### config.mk
export PLATFORM = sky130hd
export DESIGN_NAME = vscale_dmem_ahb_bridge
export DESIGN_NICKNAME = d
export VERILOG_FILES = /design/src/rtl/vscale_dmem_ahb_bridge.sv
export SDC_FILE = /design/constraint.sdc
export NUM_CORES = 1
export LEC_CHECK = 0
export BUFFER_PORTS_ARGS = -buffer_cell sky130_fd_sc_hd__buf_2
export CORE_AREA = 3 3 81 83
export DETAILED_ROUTE_END_ITERATION = 7
export DIE_AREA = 0 0 84 86
export PLACE_DENSITY = 0.69
export SLEW_MARGIN = 0
export SYNTH_ARGS = -nofsm -noshare
export SYNTH_HDL_FRONTEND = slang
export SYNTH_SLANG_ARGS = --single-unit
### constraint.sdc
create_clock -name clk -period 1.4 [get_ports clk]
set_input_delay 0.28 -clock clk [delete_from_list [all_inputs] [get_ports clk]]
set_output_delay 0.28 -clock clk [all_outputs]
set_load 0.01 [all_outputs]
### src/rtl/vscale_dmem_ahb_bridge.sv
// vscale data-memory port to AHB-Lite master bridge.
// Tracks the single outstanding data phase, flags misaligned requests
// locally, maps HRESP errors to dmem_badmem_e and can abandon a hung slave.
//
// Handshake: the pipeline presents a request (dmem_en) as an AHB address
// phase in the same cycle. The request is accepted when the bridge drives
// NONSEQ while hready is high. The following cycle is the data phase, which
// completes on the first cycle where dmem_wait is low. While dmem_wait is
// high, the pipeline holds its address-phase inputs stable.
module vscale_dmem_ahb_bridge #(
  parameter int ADDR_W         = 32,
  parameter int MEM_TYPE_WIDTH = 3,
  parameter int TIMEOUT_CYCLES = 255,
  parameter int CNT_W          = 8
) (
  input  logic                      clk,
  input  logic                      reset,
  input  logic                      dmem_en,
  input  logic                      dmem_wen,
  input  logic [MEM_TYPE_WIDTH-1:0] dmem_size,
  input  logic [ADDR_W-1:0]         dmem_addr,
  input  logic [ADDR_W-1:0]         dmem_wdata_delayed,
  output logic                      dmem_wait,
  output logic [ADDR_W-1:0]         dmem_rdata,
  output logic                      dmem_badmem_e,
  output logic [ADDR_W-1:0]         haddr,
  output logic                      hwrite,
  output logic [2:0]                hsize,
  output logic [1:0]                htrans,
  output logic [ADDR_W-1:0]         hwdata,
  input  logic [ADDR_W-1:0]         hrdata,
  input  logic                      hready,
  input  logic                      hresp,
  output logic                      timeout_flag,
  output logic [1:0]                state_dbg
);

  typedef enum logic [1:0] {
    S_IDLE  = 2'd0,
    S_BUS   = 2'd1,
    S_MISAL = 2'd2
  } state_t;

  localparam logic [1:0] HTRANS_IDLE   = 2'b00;
  localparam logic [1:0] HTRANS_NONSEQ = 2'b10;

  // A zero TIMEOUT_CYCLES disables the timeout entirely.
  localparam bit               TMO_EN   = (TIMEOUT_CYCLES != 0);
  localparam logic [CNT_W-1:0] TMO_LAST = CNT_W'(TMO_EN ? TIMEOUT_CYCLES - 1 : 0);

  state_t           state, state_next;
  logic [CNT_W-1:0] tmo_cnt;
  logic             wr_q;
  logic             misal;
  logic             tmo_fire;
  logic             advance;
  logic             accept;

  // Alignment check; sizes above word are not supported and count as misaligned.
  always_comb begin
    misal = 1'b1;
    if (dmem_size == MEM_TYPE_WIDTH'(0)) begin
      misal = 1'b0;
    end else if (dmem_size == MEM_TYPE_WIDTH'(1)) begin
      misal = dmem_addr[0];
    end else if (dmem_size == MEM_TYPE_WIDTH'(2)) begin
      misal = (dmem_addr[1:0] != 2'b00);
    end
  end

  assign tmo_fire = TMO_EN && (state == S_BUS) && !hready && (tmo_cnt == TMO_LAST);
  assign advance  = (state != S_BUS) || hready || tmo_fire;
  assign accept   = (htrans == HTRANS_NONSEQ) && hready;

  // Address phase and data-phase outputs; no new transfer is issued while an
  // error response or a forced timeout completion is in progress, or in reset.
  always_comb begin
    haddr         = dmem_addr;
    hwrite        = dmem_wen;
    hsize         = {1'b0, dmem_size[1:0]};
    htrans        = HTRANS_IDLE;
    if (reset && dmem_en && !misal && !((state == S_BUS) && hresp) && !tmo_fire) begin
      htrans = HTRANS_NONSEQ;
    end
    dmem_wait     = (state == S_BUS) && !hready && !tmo_fire;
    dmem_badmem_e = (state == S_MISAL) || ((state == S_BUS) && hready && hresp) || tmo_fire;
    dmem_rdata    = (state == S_BUS) ? hrdata : '0;
    hwdata        = ((state == S_BUS) && wr_q) ? dmem_wdata_delayed : '0;
  end

  // Next data phase: bus transfer if accepted, local fault if misaligned.
  always_comb begin
    state_next = state;
    if (advance) begin
      if (accept) begin
        state_next = S_BUS;
      end else if (dmem_en && misal) begin
        state_next = S_MISAL;
      end else begin
        state_next = S_IDLE;
      end
    end
  end

  // State register.
  always_ff @(posedge clk or negedge reset) begin
    if (!reset) begin
      state <= S_IDLE;
    end else begin
      state <= state_next;
    end
  end

  // Wait-state counter for the current bus data phase.
  always_ff @(posedge clk or negedge reset) begin
    if (!reset) begin
      tmo_cnt <= '0;
    end else if (advance) begin
      tmo_cnt <= '0;
    end else begin
      tmo_cnt <= tmo_cnt + CNT_W'(1);
    end
  end

  // Remember whether the accepted transfer is a write so hwdata is driven
  // only during write data phases.
  always_ff @(posedge clk or negedge reset) begin
    if (!reset) begin
      wr_q <= 1'b0;
    end else if (advance) begin
      wr_q <= accept && hwrite;
    end
  end

  // Sticky record that a hung slave was abandoned.
  always_ff @(posedge clk or negedge reset) begin
    if (!reset) begin
      timeout_flag <= 1'b0;
    end else if (tmo_fire) begin
      timeout_flag <= 1'b1;
    end
  end

  assign state_dbg = state;

endmodule
==> reports/metrics.cfg, run 1 <==
[worst_setup_path]
setup.worst_path.start_class = flop
path_class = reg -> out
required_ps = 1120
arrival_ps = 1470
worstPathMaxFanout = 3
critPathCaptureType = output port

[pwr]
seqPwrFrac_pct = 36.9
power_density_nw_per_um2 = 427.5
finalPower_mw = 0.9676
comb_power_share_pct = 23.9
p_switching_mw = 0.2389
ir_worst_vdd_uv = 503.3
p_leak_nw = 1.450
netSwitchingFraction_pct = 24.69
power.internal_mw = 0.7287
p_clk_share_pct = 39.1

[logic_synthesis]
synth-main-ff-cell = dfrtp_1
avgSynthCellArea_um2 = 7.866
synthCells = 171
synth-seq-area-share_pct = 22.33
syn-cell-area_um2 = 1345
synth_seq_cells = 12
synth_warnings = 0
synth-edff-count = 0
async_reset_ff_share_pct = 100.0
ys_types = 34

[timing]
fin_crit_ps = 1752
min_period_over_period_pct = 125.2
maxSlewViolCount = 0
holdWs_ps = 318.8
setup_tns_ps = -20870
finClkSkew_ps = 0.7074
rsz0062_at_grt = yes
timing.final.ws_setup_ps = -352.2
setup_viol = 74
fmax_mhz = 570.7
finalHoldViolations = 0

[layout]
nets = 410
diodes = 0
syn2layout_area_growth_pct = 68.28
drive_above_1_share_pct = 63.58
nFillCells = 627
final_util_pct = 38.23

[clock_network]
clk_latency_ps = 240
cts_buffers = 3
cts_root_buf = clkbuf_8
h-tree-depth = 1
cts_tree = done
clkTransAtPathRegs_ps = 50
clk_path_buf_depth = 2
cts.sinks = 12

[floorplanning]
core-area_um2 = 5921
num_rows = 28
start_util_pct = 22.72
die_h_um = 86
io-pin-count = 212
die_area_um2 = 7224
dieWidth_um = 84

[drt]
wl_per_cell_um = 15.48
viasPerCell = 4.385
drt_iter0_drc = 40
routed_wl_um = 5837
drc = 0
dr.pass1.iters = 4
via_count = 1653
ant_nets = 0

[min_path]
holdCritPathClass = in -> reg

[run]
cap_violations = 0

[global_routing]
track_usage_pct = 15.15
antenna_found_initial = 0
grt_start_max_net_pins = 39
grt_overflow_total = 0
grt_pass1_vias = 1684
grt_pass1_wl_um = 8783

[placed_design]
place_hpwl_um = 4928
place_congestion = 0.8665
dp_slack_ps = -106.4
numPortBuffers = 149

[outcome]
violations = negative setup slack
status = finished with violations

## state kept, by name (all words and copies together) (netlist names)
name / flops
timeout_flag: 1
wr_q: 1
state_dbg: 2
tmo_cnt: 8
## layout make-up
cell class	count	area, um^2	area share [%]
Timing Repair Buffer	173	1012	44.72
Inverter	4	17.52	0.7739
Multi-Input combinational cell	109	783.3	34.60
Clock buffer	4	55.05	2.432
Tap cell	75	93.84	4.146
Sequential cell	12	301.5	13.32
## synthesized netlist by cell type (all sizes together), types with 2 or more instances
cell | n | area share (%)
a2111oi | 2 | 1.8
a21oi | 4 | 1.5
and2 | 32 | 15
and3 | 33 | 15
buf | 38 | 21
clkbuf | 9 | 2.5
dfrtp | 12 | 22
ha | 2 | 1.9
inv | 4 | 1.3
nand2 | 2 | 0.56
nand3 | 4 | 1.5
nand4 | 2 | 1.4
nor2 | 5 | 1.4
nor2b | 2 | 1.1
nor3b | 2 | 1.5
o21ai | 4 | 2.3
or2 | 2 | 0.93
or3 | 3 | 1.4
xor2 | 2 | 1.3
## cells by family after synthesis
group           share of synthesized area [%]
compound gates                          8.279
xor+xnor                                1.954
fa+ha+maj                               1.860
buf+inv                                 24.84
flops                                   22.33
other cells                            0.2788
simple gates                            40.47
## through the flow
| step | std cells | area, um^2 |
|---|---|---|
| after detailed placement | 365 | 2074 |
| after CTS | 374 | 2191 |
| final | 377 | 2263 |
| after global routing | 377 | 2263 |
| after floorplan | 172 | 1409 |
| after global placement | 365 | 2074 |
## layout by cell type, fill, tap and decap left out, types with 4 or more instances in the layout
| master | instances |
|---|---|
| buf_2 | 144 |
| and3_1 | 30 |
| dfrtp_1 | 11 |
| buf_6 | 9 |
| a21oi_1 | 4 |
| nor2_1 | 5 |
| and2_1 | 32 |
| clkbuf_8 | 4 |
| buf_4 | 16 |
## path summary, 6_finish.rpt
| check | to | cells after the start | slack [ps] | start |
|---|---|---|---|---|
| worst max-delay path | dmem_wait | 7 | -350 | tmo_cnt[0] |
| worst min register to register | timeout_flag | 1 | 490 | timeout_flag |
| worst max register to register | state_dbg[1] | 9 | -170 | tmo_cnt[0] |
| max in group asynchronous | state_dbg[1] | 3 | 720 | reset |
| min in group asynchronous | tmo_cnt[0] | 3 | 510 | reset |
| worst min-delay path | state_dbg[1] | 2 | 320 | dmem_en |
## routing by layer
layer  vias up  wire, um  track usage [%]
met5         -         0                0
met4         0        85            4.532
met3        11       424            3.842
met2        90      3108            27.40
met1       758      2219            17.59
li1        794         -                -
## power by group through the flow
stage	clock, mW	sequential, mW	combinational, mW
final	0.379	0.357	0.232
after detailed placement	0	0.362	0.219
after global routing	0.404	0.358	0.254
after CTS	0.387	0.357	0.226
after floorplan	0	0.362	0.160
after global placement	0	0.361	0.217
## critical path: stages, from the launching register on
cell     delay [ps]
dfrtp_1         370
inv_1            60
ha_1            160
nand3_2          90
buf_4           160
o21ai_4         190
inv_4            60
buf_2           140
## what timing repair did
| action | in CTS | in global routing |
|---|---|---|
| hold buffers | 1 | 0 |
| endpoints found under the hold margin | 12 | 0 |
| gates cloned | 1 | 0 |
| endpoints found under the setup margin | 68 | 77 |
| resized for setup | 5 | 9 |
| pin swaps | 2 | 0 |
| setup buffers | 3 | 3 |
Power figures use the tool's default switching activity.
==> run 2, diff against run 1 <==
--- a/config.mk
+++ b/config.mk
@@ -6,10 +6,14 @@
 export NUM_CORES = 1
 export LEC_CHECK = 0
 export BUFFER_PORTS_ARGS = -buffer_cell sky130_fd_sc_hd__buf_2
-export CORE_AREA = 3 3 81 83
+export CELL_PAD_IN_SITES_DETAIL_PLACEMENT = 0
+export CELL_PAD_IN_SITES_GLOBAL_PLACEMENT = 2
+export CORE_ASPECT_RATIO = 1.75
+export CORE_MARGIN = 3
+export CORE_UTILIZATION = 11
 export DETAILED_ROUTE_END_ITERATION = 7
-export DIE_AREA = 0 0 84 86
-export PLACE_DENSITY = 0.69
+export PLACE_DENSITY = 0.8
+export SETUP_SLACK_MARGIN = 0.1
 export SLEW_MARGIN = 0
 export SYNTH_ARGS = -nofsm -noshare
 export SYNTH_HDL_FRONTEND = slang
==> reports/metrics.cfg, run 2 (same netlist as run 1, synthesis figures left out) <==
[pwr]
seqPwrFrac_pct = 28.7  ; was 36.9%
power_density_nw_per_um2 = 422.8  ; was 427.5 nW/um^2
netSwitchingFraction_pct = 23.65  ; was 24.69%
power.internal_mw = 0.9478  ; was 0.7287 mW
p_leak_nw = 1.597  ; was 1.450 nW
comb_power_share_pct = 23.8  ; was 23.9%
finalPower_mw = 1.241  ; was 0.9676 mW
ir_worst_vdd_uv = 580.3  ; was 503.3 uV
p_clk_share_pct = 47.4  ; was 39.1%
p_switching_mw = 0.2937  ; was 0.2389 mW

[layout]
syn2layout_area_growth_pct = 118.3  ; was 68.28%
final_cell_mix = buf_2, buf_6, and2_4, and3_1, buf_4  ; was buf_2, and2_1, and3_1, buf_4, dfrtp_1
nets = 419  ; was 410
largest_register = tmo_cnt  ; unchanged
final_common_cell = buf_2  ; unchanged
instances_no_fill = 473  ; was 377
nFillCells = 1279  ; was 627
largest_register_ffs = 8  ; unchanged
diodes = 0  ; unchanged
fin_area_um2 = 2937  ; was 2263 um^2
drive_above_1_share_pct = 79.74  ; was 63.58%

[drt]
wl_met2_um = 3864  ; was 3108 um
highest_layer = met5  ; was met4
dr_wl_met3_um = 1081  ; was 424 um
wl_per_cell_um = 18.26  ; was 15.48 um
wl_met1_um = 3279  ; was 2219 um
viasPerCell = 3.767  ; was 4.385
ant_nets = 0  ; unchanged
dr.pass1.iters = 4  ; unchanged
via_count = 1782  ; was 1653
routed_wl_um = 8638  ; was 5837 um
drc = 0  ; unchanged
drt_iter0_drc = 42  ; was 40

[timing]
rsz0062_at_grt = yes  ; unchanged
finalHoldViolations = 11  ; was 0
finClkSkew_ps = 2.170  ; was 0.7074 ps
fmax_mhz = 557.1  ; was 570.7 MHz
timing.final.ws_setup_ps = -395.1  ; was -352.2 ps
setup_viol = 78  ; was 74
holdWs_ps = -2.304  ; was 318.8 ps
fin_crit_ps = 1795  ; was 1752 ps
min_period_over_period_pct = 128.2  ; was 125.2%
maxSlewViolCount = 0  ; unchanged

[clock_network]
clk_path_buf_depth = 2  ; unchanged
cts_tree = done  ; unchanged
cts_buffers = 3  ; unchanged
cts_root_buf = clkbuf_16  ; was clkbuf_8
h-tree-depth = 1  ; unchanged
clkTransAtPathRegs_ps = 40  ; was 50 ps
clk_latency_ps = 240  ; about the same
cts.sinks = 12  ; unchanged

[worst_setup_path]
crit_chain = nor2b_4 > buf_12 > buf_12 > and3_1 > buf_2  ; was inv_1 > ha_1 > nand3_2 > buf_4 > o21ai_4 > inv_4 > buf_2
critPathCaptureType = output port  ; unchanged
worstPathMaxFanout = 18  ; was 3
arrival_ps = 1520  ; was 1470 ps
cpPeakStageDelay_ps = 430  ; was 370 ps
critical-path-top-delay-family = buffers and inverters  ; unchanged
rr_worst_depth = 9  ; unchanged
cp_num_cells = 5  ; was 7
setup.worst_path.start_class = flop  ; unchanged
required_ps = 1120  ; about the same
path_class = reg -> out  ; unchanged
cp_slowest_cell = dfrtp_2  ; was dfrtp_1
crit_buf_inv = 3  ; was 4
cp_common_cell = buf_12

[min_path]
holdCritPathClass = in -> async  ; was in -> reg

[floorplanning]
start_util_pct = 11.42  ; was 22.72%
num_rows = 52  ; was 28
die_h_um = 152.3  ; was 86 um
io-pin-count = 212  ; unchanged
dieWidth_um = 89.59  ; was 84 um
core-area_um2 = 11780  ; was 5921 um^2
die_area_um2 = 13640  ; was 7224 um^2

[outcome]
violations = negative hold slack, negative setup slack  ; was negative setup slack
status = finished with violations  ; unchanged

[global_routing]
antenna_found_initial = 1  ; was 0
grt_pass1_wl_um = 11730  ; was 8783 um
grt_overflow_total = 0  ; unchanged
grt_start_max_net_pins = 31  ; was 39
grt_pass1_vias = 1907  ; was 1684
track_usage_pct = 12.14  ; was 15.15%

[placed_design]
dpl_cell_area_um2 = 2328  ; was 2074 um^2
dp_slack_ps = -213.1  ; was -106.4 ps
place_congestion = 0.8155  ; was 0.8665
place_hpwl_um = 7227  ; was 4928 um
dp_cells = 456  ; was 365
numPortBuffers = 149  ; unchanged

[run]
cap_violations = 0  ; unchanged

[run 2: changes by cell type in the layout (fill, tap and decap cells not counted), moves of 2 or more]
cell       previous run  this run
and3_1               30        24
buf_2               144       108
buf_6                 9        49
clkbuf_8              4         1
and2_1               32         0
nor2_2                0         4
and3_4                2         8
a21oi_1               4         1
clkbuf_16             0         4
nor2_1                5         1
a21oi_2               0         3
buf_16                0         3
buf_12                3         5
and2_4                0        32
[run 2: per-stage QoR]
step	util [%]	TNS, ps
6_report	24.94	-23100
5_1_grt	24.94	-28900
4_1_cts	24.55	-25690
3_5_place_dp	19.77	-5213
3_3_place_gp	19.77	-2985
2_1_floorplan	-	-110.3
[run 2: what timing repair did]
action / in CTS / in global routing
gates resized for setup: 65 / 14
pin swaps: 3 / 8
buffers inserted: 7 / 3
cloned: 5 / 1
hold buffers: 0 / 0
setup endpoints to repair: 78 / 79
[run 2: worst reg2reg max path, cell delays in order (launching register included)]
cell and delay [ps]:
dfrtp_1 370, inv_1 60, ha_2 180, nand3_4 90, buf_6 130, o21ai_4 160
buf_6 120, buf_6 90, buf_6 120, and3_2 180
[run 2: worst paths after layout]
kind,endpoint,start,slack (ps)
max in group asynchronous,state_dbg[1],reset,1230
max reg2reg,state_dbg[1],tmo_cnt[0],-170
min reg2reg,timeout_flag,timeout_flag,470
max,hwdata[3],state_dbg[1],-400
min in group clk,wr_q,dmem_wen,320
min,tmo_cnt[2],reset,-2
[run 2: layout make-up]
| type | count | area, um^2 | area share [%] |
|---|---|---|---|
| Tap cell | 162 | 202.7 | 6.902 |
| Multi-Input combinational cell | 109 | 905.9 | 30.85 |
| Clock buffer | 4 | 88.84 | 3.025 |
| Timing Repair Buffer | 182 | 1420 | 48.36 |
| Inverter | 4 | 17.52 | 0.5965 |
| Sequential cell | 12 | 301.5 | 10.27 |
[run 2: routing by layer]
layer	global-route usage, %	up-vias
met3	5.519	39
met1	14.00	814
met4	5.749	2
met2	18.65	117
met5	0	-
li1	-	810
[run 2: power by group through the flow]
stage | Combinational, mW | Clock [mW] | Sequential [mW]
detailed placement | 0.258 | 0 | 0.362
global placement | 0.256 | 0 | 0.361
floorplan | 0.172 | 0 | 0.362
global route | 0.324 | 0.617 | 0.357
CTS | 0.300 | 0.599 | 0.357
finish | 0.296 | 0.589 | 0.357
==> run 3, diff against run 2 <==
--- a/config.mk
+++ b/config.mk
@@ -9,7 +9,7 @@
 export CELL_PAD_IN_SITES_DETAIL_PLACEMENT = 0
 export CELL_PAD_IN_SITES_GLOBAL_PLACEMENT = 2
 export CORE_ASPECT_RATIO = 1.75
-export CORE_MARGIN = 3
+export CORE_MARGIN = 4
 export CORE_UTILIZATION = 11
 export DETAILED_ROUTE_END_ITERATION = 7
 export PLACE_DENSITY = 0.8
==> reports/metrics.cfg, run 3 (same netlist as run 1, synthesis figures left out) <==
[outcome]
status = finished with violations  ; unchanged
violations = negative setup slack  ; was negative hold slack, negative setup slack

[drt]
highest_layer = met5  ; unchanged
routed_wl_um = 7862  ; was 8638 um
wl_met2_um = 3762  ; was 3864 um
dr.pass1.iters = 4  ; unchanged
drt_iter0_drc = 33  ; was 42
dr_wl_met3_um = 1448  ; was 1081 um
drc = 0  ; unchanged
ant_nets = 0  ; unchanged
wl_per_cell_um = 16.24  ; was 18.26 um
wl_met1_um = 2262  ; was 3279 um
viasPerCell = 3.694  ; was 3.767
via_count = 1788  ; was 1782

[layout]
instances_no_fill = 484  ; was 473
drive_above_1_share_pct = 83.39  ; was 79.74%
diodes = 0  ; unchanged
final_cell_mix = buf_2, buf_6, and2_4, and3_4, buf_4  ; was buf_2, buf_6, and2_4, and3_1, buf_4
syn2layout_area_growth_pct = 133.3  ; was 118.3%
final_common_cell = buf_2  ; unchanged
largest_register = tmo_cnt  ; unchanged
fin_area_um2 = 3138  ; was 2937 um^2
largest_register_ffs = 8  ; unchanged
nets = 427  ; was 419

[worst_setup_path]
critPathCaptureType = output port  ; unchanged
arrival_ps = 1520  ; about the same
required_ps = 1120  ; about the same
worstPathMaxFanout = 9  ; was 18
path_class = reg -> out  ; unchanged
reg2reg_slack_ps = -260  ; was -170 ps
setup.worst_path.start_class = flop  ; unchanged

[floorplanning]
dieWidth_um = 91.59  ; was 89.59 um
num_rows = 53  ; was 52
die_h_um = 154.3  ; was 152.3 um
start_util_pct = 11.21  ; was 11.42%
io-pin-count = 212  ; unchanged
core-area_um2 = 12000  ; was 11780 um^2
die_area_um2 = 14130  ; was 13640 um^2

[global_routing]
track_usage_pct = 9.339  ; was 12.14%
grt_pass1_vias = 1806  ; was 1907
grt_pass1_wl_um = 10050  ; was 11730 um
grt_overflow_total = 0  ; unchanged
antenna_found_initial = 6  ; was 1
grt_start_max_net_pins = 23  ; was 31

[clock_network]
cts_hold_buf = 0  ; unchanged
h-tree-depth = 1  ; unchanged
clkTransAtPathRegs_ps = 50  ; was 40 ps
cts.sinks = 12  ; unchanged
cts_root_buf = clkbuf_16  ; unchanged
cts_buffers = 3  ; unchanged
clk_latency_ps = 240  ; about the same
clk_path_buf_depth = 2  ; unchanged
cts_tree = done  ; unchanged

[run]
cap_violations = 0  ; unchanged

[placed_design]
place_hpwl_um = 6224  ; was 7227 um
place_congestion = 0.7611  ; was 0.8155
dp_slack_ps = -198.0  ; was -213.1 ps
dp_cells = 466  ; was 456
dpl_cell_area_um2 = 2385  ; was 2328 um^2
numPortBuffers = 149  ; unchanged

[timing]
finClkSkew_ps = 3.876  ; was 2.170 ps
finalHoldViolations = 0  ; was 11
timing.final.ws_setup_ps = -399.6  ; was -395.1 ps
maxSlewViolCount = 0  ; unchanged
rsz0062_at_grt = yes  ; unchanged
fin_crit_ps = 1800  ; was 1795 ps
min_period_over_period_pct = 128.5  ; was 128.2%
fmax_mhz = 555.7  ; was 557.1 MHz
setup_viol = 76  ; was 78

[min_path]
holdCritPathClass = in -> async  ; unchanged

[pwr]
ir_worst_vdd_uv = 516.2  ; was 580.3 uV
p_leak_nw = 1.607  ; was 1.597 nW
power_density_nw_per_um2 = 391.6  ; was 422.8 nW/um^2

[run 3: cell count changes in the layout (fill, tap and decap cells not counted), moves of 4 or more]
cell / previous run / this run
and3_1: 24 / 6
and3_4: 8 / 26
buf_2: 108 / 95
buf_4: 16 / 25
buf_6: 49 / 62
clkbuf_16: 4 / 8
nor2_1: 1 / 5
nor2_2: 4 / 0
[run 3: layout make-up]
| type | instances | area [um^2] |
|---|---|---|
| multi-input combinational | 109 | 977.2 |
| fill | 1286 | 8865 |
| inverter | 4 | 17.52 |
| timing repair buffer | 190 | 1546 |
| tap | 165 | 206.4 |
| clock buffer | 4 | 88.84 |
| sequential | 12 | 301.5 |
[run 3: timing repair]
action / 4_1_cts / 5_1_grt
endpoints found under the setup margin: 79 / 80
cloned: 1 / 6
gates resized for setup: 49 / 45
setup buffers: 4 / 3
pin swaps: 1 / 18
[run 3: worst paths after layout]
kind / from / to / cells after the start
max reg2reg: tmo_cnt[0] / state_dbg[1] / 10
max: state_dbg[1] / hwdata[5] / 5
max in group asynchronous: reset / state_dbg[1] / 2
min: reset / tmo_cnt[7] / 2
min reg2reg: timeout_flag / timeout_flag / 1
min in group clk: dmem_en / state_dbg[1] / 2
[run 3: metrics by stage]
stage | hold WS, ps | setup TNS (ps) | utilization (%) | power (mW)
floorplan | -15.59 | -110.3 | - | 0.5344
global placement | 271.0 | -3205 | 19.87 | 0.6000
detailed placement | 271.7 | -3368 | 19.87 | 0.6036
CTS | 13.82 | -19800 | 22.94 | 1.216
global route | 18.03 | -29130 | 26.14 | 1.276
finish | 4.721 | -24300 | 26.14 | 1.229
[run 3: critical path, stage by stage, from the launching register on]
cell	delay, ps
dfrtp_2	430
nor2b_4	220
buf_12	190
clkbuf_16	150
and3_4	170
buf_6	100
[run 3: metal layers]
layer  track usage (%)  up-vias
met4             4.317       12
met2             15.52      106
met1             7.656      802
met5                 0        -
met3             8.127       40
li1                  -      828
[run 3: where the power goes]
group	total, mW	internal (mW)	switching [mW]
Clock	0.588	0.432	0.156
Sequential	0.357	0.352	0.00464
Combinational	0.284	0.166	0.118
